$ cat config.mk
export PLATFORM = sky130hd
export DESIGN_NAME = pc_unit
export DESIGN_NICKNAME = d
export VERILOG_FILES = /design/src/rtl/pc_unit.sv
export SDC_FILE = /design/constraint.sdc
export NUM_CORES = 1
export LEC_CHECK = 0
export CAP_MARGIN = 25
export CORE_MARGIN = 8
export CORE_UTILIZATION = 45
export CTS_BUF_LIST = sky130_fd_sc_hd__clkbuf_4 sky130_fd_sc_hd__clkbuf_8
export DETAILED_ROUTE_END_ITERATION = 10
export GPL_TIMING_DRIVEN = 0
export HOLD_SLACK_MARGIN = 0.06
export PLACE_DENSITY = 0.77
export SYNTH_ARGS = -nofsm -noshare
export SYNTH_HDL_FRONTEND = slang
export SYNTH_SLANG_ARGS = --single-unit
$ cat constraint.sdc
create_clock -name clk -period 2.9 [get_ports clk]
set_input_delay 0.58 -clock clk [delete_from_list [all_inputs] [get_ports clk]]
set_output_delay 0.58 -clock clk [all_outputs]
set_load 0.02 [all_outputs]
$ cat src/rtl/pc_unit.sv
// Program-counter unit: holds the fetch address, issues valid/ready fetch requests
// and selects the next PC from increment, redirect, trap or a one-entry pending buffer.
module pc_unit #(
   parameter int unsigned     XLEN      = 32,
   parameter logic [XLEN-1:0] RESET_VEC = '0,
   parameter logic [XLEN-1:0] TRAP_VEC  = XLEN'('h10),
   parameter int unsigned     INC       = 4,
   parameter int unsigned     ALIGN     = 2
) (
   input  logic            clk,
   input  logic            rst,
   input  logic            stall,
   input  logic            halt,
   input  logic            resume,
   input  logic            redirect,
   input  logic [XLEN-1:0] redirect_addr,
   input  logic            trap,
   output logic            req_valid,
   input  logic            req_ready,
   output logic [XLEN-1:0] req_addr,
   output logic [XLEN-1:0] pc,
   output logic [XLEN-1:0] pc_plus,
   output logic            misalign_err
);

   typedef enum logic [1:0] {BOOT, RUN, HALT} state_t;

   localparam logic [XLEN-1:0] INC_W      = XLEN'(INC);
   localparam logic [XLEN-1:0] ALIGN_MASK = XLEN'((64'd1 << ALIGN) - 64'd1);

   state_t          state;
   state_t          state_next;
   logic [XLEN-1:0] pc_next;
   logic            held;
   logic            halt_latch;
   logic            halt_latch_next;
   logic            pend_valid;
   logic            pend_valid_next;
   logic            pend_trap;
   logic            pend_trap_next;
   logic [XLEN-1:0] pend_addr;
   logic [XLEN-1:0] pend_addr_next;
   logic            accept;
   logic            waiting;
   logic            redirect_ok;
   logic            redirect_bad;

   function automatic logic is_aligned(input logic [XLEN-1:0] addr);
      return (addr & ALIGN_MASK) == '0;
   endfunction

   // A held request stays valid regardless of stall so req_addr cannot be withdrawn.
   assign req_valid    = (state == RUN) && (!stall || held);
   assign accept       = req_valid && req_ready;
   assign waiting      = req_valid && !req_ready;
   assign req_addr     = pc;
   assign pc_plus      = pc + INC_W;
   assign redirect_ok  = redirect && is_aligned(redirect_addr);
   assign redirect_bad = redirect && !is_aligned(redirect_addr) && (state != BOOT);

   always_comb begin
      pc_next         = pc;
      pend_valid_next = pend_valid;
      pend_trap_next  = pend_trap;
      pend_addr_next  = pend_addr;
      if (state != BOOT) begin
         if (accept) begin
            if (trap)
               pc_next = TRAP_VEC;
            else if (redirect_ok)
               pc_next = redirect_addr;
            else if (pend_valid)
               pc_next = pend_addr;
            else
               pc_next = pc_plus;
            pend_valid_next = 1'b0;
         end else if (waiting) begin
            // A buffered trap is sticky; a buffered redirect may be replaced.
            if (trap) begin
               pend_valid_next = 1'b1;
               pend_trap_next  = 1'b1;
               pend_addr_next  = TRAP_VEC;
            end else if (redirect_ok && !(pend_valid && pend_trap)) begin
               pend_valid_next = 1'b1;
               pend_trap_next  = 1'b0;
               pend_addr_next  = redirect_addr;
            end
         end else begin
            if (trap)
               pc_next = TRAP_VEC;
            else if (redirect_ok)
               pc_next = redirect_addr;
         end
      end
   end

   always_comb begin
      state_next      = state;
      halt_latch_next = halt_latch;
      case (state)
         BOOT: begin
            state_next = RUN;
            if (resume)
               halt_latch_next = 1'b0;
            else if (halt)
               halt_latch_next = 1'b1;
         end
         RUN: begin
            // A halt arriving while a request waits is deferred until it is accepted.
            if (resume) begin
               halt_latch_next = 1'b0;
            end else if (halt || halt_latch) begin
               if (waiting) begin
                  halt_latch_next = 1'b1;
               end else begin
                  state_next      = HALT;
                  halt_latch_next = 1'b0;
               end
            end
         end
         HALT: begin
            halt_latch_next = 1'b0;
            if (resume || trap)
               state_next = RUN;
         end
         default: begin
            state_next      = BOOT;
            halt_latch_next = 1'b0;
         end
      endcase
   end

   always_ff @(posedge clk or posedge rst) begin
      if (rst) begin
         state        <= BOOT;
         pc           <= RESET_VEC;
         held         <= 1'b0;
         halt_latch   <= 1'b0;
         pend_valid   <= 1'b0;
         misalign_err <= 1'b0;
      end else begin
         state        <= state_next;
         pc           <= pc_next;
         held         <= waiting;
         halt_latch   <= halt_latch_next;
         pend_valid   <= pend_valid_next;
         misalign_err <= redirect_bad;
      end
   end

   // Pending payload is only meaningful while pend_valid is set.
   always_ff @(posedge clk) begin
      pend_trap <= pend_trap_next;
      pend_addr <= pend_addr_next;
   end

endmodule

==> run_results.csv <==
group,metric,value,unit
run_status,status,"completed",
sta,slew_viol_final,0,
critical_path,critical_path.max_fanout,5,
place,io_buffer_count,137,
logic_synthesis,avgSynthCellArea,9.389,um^2
die,core_area,9819,um^2
sta,hold_slack,0.4622,ns
finish,layoutNonFillerInstCount,799,
logic_synthesis,synthFlopType,"dfrtp_1",
power_and_ir_drop,switching_share,43.58,%
critical_path,critPathKind,"flip-flop to output pin",
finish,diodes,0,
die,die_y,116.7,um
clock_tree,clk_latency,0.35,ns
detailed_routing,wl,16370,um
grt,grt_pass1_wl,24600,um
finish,syn2layout_area_growth,42.53,%
grt,antenna_found_initial,0,
finish,drive_gt1_share,20.27,%
logic_synthesis,async_flop_share,53.52,%
die,initial_core_util,46.47,%
grt,grt_max_degree,39,
logic_synthesis,ys_top_cells_by_area,"edfxtp_1, dfrtp_1, buf_4",
sta,max_clock_freq,345.5,MHz
sta,clock_skew,0.008870,ns
logic_synthesis,synth_commonest_cells,"dfrtp_1, nor2_1, buf_4, edfxtp_1, nor2b_1",
sta,timing.final.hold_violations,0,
sta,fin_ws,0.005363,ns
sta,fin_crit,2.895,ns
detailed_routing,drc,0,
clock_tree,cts-root-buf,"clkbuf_8",
grt,grtUsageTotal,23.54,%
run,max_cap_viol_count,0,
critical_path,end_kind,"output pin",
place,dp.cells,757,
logic_synthesis,syn_inst,486,
min_path,min_path_cells,2,
clock_tree,cts_buffers,9,
min_path,hp-class,"flip-flop to flip-flop",
logic_synthesis,yosysSeqAreaShare,42.56,%
die,dieArea,13620,um^2
clock_tree,cts-hold-fix-buffers,0,
critical_path,rr_worst_depth,7,
sta,rsz0062_at_grt,"yes",
clock_tree,htree_levels,3,
power_and_ir_drop,p_seq_share,29.4,%
power_and_ir_drop,clock_power_share,14.0,%
detailed_routing,drtAntennaViolNets,0,
clock_tree,clock_path_buffers,2,
critical_path,critical_path_arrival,2.31,ns
logic_synthesis,synth_nets,527,
detailed_routing,vias,4707,
power_and_ir_drop,p_leak,2.598,nW
logic_synthesis,ys_types,68,
logic_synthesis,synth_top_area_cell,"edfxtp_1",
sta,period_share,99.82,%
power_and_ir_drop,power.density,809.1,nW/um^2
die,row_count,36,
power_and_ir_drop,power.internal,2.969,mW
finish,fin_util,66.23,%
power_and_ir_drop,p_comb_share,56.5,%
detailed_routing,detail_route.iter0.violations,357,
finish,layout.nets,702,
place,dp_slack,-0.4775,ns
logic_synthesis,ys_warn_count,0,
critical_path,cp_data_required_time,2.32,ns
sta,setup_violations,0,
place,gp_congestion,0.9119,
detailed_routing,avgRoutedWirePerCell,20.49,um
critical_path,start_kind,"flip-flop",
clock_tree,clkTransAtPathRegs,0.09,ns
grt,overflow,0,
finish,num-fill-cells,827,
power_and_ir_drop,p_switching,2.293,mW
die,io_pins,138,
detailed_routing,dr.pass1.iters,5,
logic_synthesis,synth_edf_count,33,
power_and_ir_drop,vdd_ir_drop_max,397.5,uV
clock_tree,cts_sinks,71,
power_and_ir_drop,power.total,5.262,mW
grt,grt_pass1_vias,4552,
place,post-dp-hpwl,11780,um
logic_synthesis,synth.cell_area,4563,um^2
sta,relSlewSlack,41.16,%
detailed_routing,via_per_inst,5.891,
logic_synthesis,ys_ff_latch,71,
logic_synthesis,synth_top_area_share,21.72,%
die,die_x,116.7,um
clock_tree,cts_tree,"done",
sta,worst_slew_pin_slew,0.8813,ns
==> power by group through the flow <==
stage / Sequential (mW) / Combinational, mW / Clock [mW]
detailed placement: 1.57 / 2.90 / 0
floorplan: 1.68 / 1.45 / 0
global route: 1.57 / 3.15 / 0.780
global placement: 1.56 / 2.86 / 0
finish: 1.55 / 2.97 / 0.739
CTS: 1.56 / 2.90 / 0.728
==> flip-flops by register name, indices dropped and copies added, names as in the netlist <==
signal and cells:
halt_latch 1, pend_trap 1, held 1, pc 32
state 2, misalign_err 1, pend_addr 32, pend_valid 1
==> placed cells by master (no fill, tap or decap), types with 5 or more instances in the layout <==
cell type / count
o21a_1: 5
buf_2: 11
a22oi_1: 10
nor2_1: 35
nor3_1: 13
nor2b_1: 33
xnor2_1: 19
a21oi_1: 20
clkdlybuf4s50_1: 117
nand2_1: 32
dlygate4sd2_1: 5
clkbuf_1: 13
inv_1: 13
xor2_1: 8
nand3_1: 13
a31oi_1: 6
buf_4: 62
and3_1: 7
a211oi_1: 5
clkbuf_8: 9
nand4_1: 13
dfrtp_2: 13
o21ai_0: 30
dfrtp_1: 25
edfxtp_1: 33
mux2i_1: 7
==> what timing repair did <==
item,CTS,global route
buffers inserted,10,16
gates resized for setup,50,24
setup endpoints to repair,55,19
pin swaps,6,6
endpoints found under the hold margin,0,0
==> critical path, cell delays in order, from the launching register on <==
cell and delay [ns]:
dfrtp_2 0.43, ha_4 0.19, nand3_2 0.15, nor3_1 0.31, xor2_1 0.23, clkdlybuf4s50_1 0.66
==> routing by layer <==
| metal | wire length (um) | global-route usage [%] |
|---|---|---|
| met2 | 7999 | 40.06 |
| met3 | 1547 | 4.705 |
| met5 | 0 | 0 |
| met1 | 6452 | 28.91 |
| met4 | 369 | 8.447 |
==> path summary, 6_finish.rpt <==
kind	from	endpoint	slack [ns]
min in group asynchronous	rst	pc[10]	0.73
max in group asynchronous	rst	pc[11]	1.56
worst min register to register	pend_addr[0]	pc[0]	0.46
worst max-delay path	pc[3]	pc_plus[14]	0.005
worst min-delay path	pend_addr[0]	pc[0]	0.46
worst max register to register	state[0]	pc[21]	0.63
==> area by class of cell <==
type / count / area, um^2 / share of cell area, %
multi-input combinational: 343 / 2255 / 34.67
sequential: 71 / 1958 / 30.11
timing repair buffer: 164 / 1531 / 23.55
buffer: 58 / 367.9 / 5.656
tap: 133 / 166.4 / 2.559
clock buffer: 9 / 123.9 / 1.905
inverter: 14 / 52.55 / 0.8080
clock inverter: 7 / 48.80 / 0.7503
==> logic make-up (layout without fill, tap and decap cells) <==
| kind of cell | count (synthesis) | in the layout | synth area share (%) |
|---|---|---|---|
| simple gates | 181 | 181 | 21.91 |
| xor+xnor | 27 | 27 | 5.182 |
| compound gates | 125 | 125 | 19.03 |
| flops | 71 | 71 | 42.56 |
| buf+inv | 72 | 252 | 9.021 |
| mux | 9 | 9 | 2.029 |
| fa+ha+maj | 1 | 1 | 0.2742 |
==> stage by stage <==
step | setup TNS, ns | area (um^2)
floorplan | 0 | 4563
global placement | -32.76 | 6101
detailed placement | -16.75 | 6107
CTS | 0 | 6404
global route | -0.1845 | 6504
finish | 0 | 6504
(Power assumes the default switching activity.)
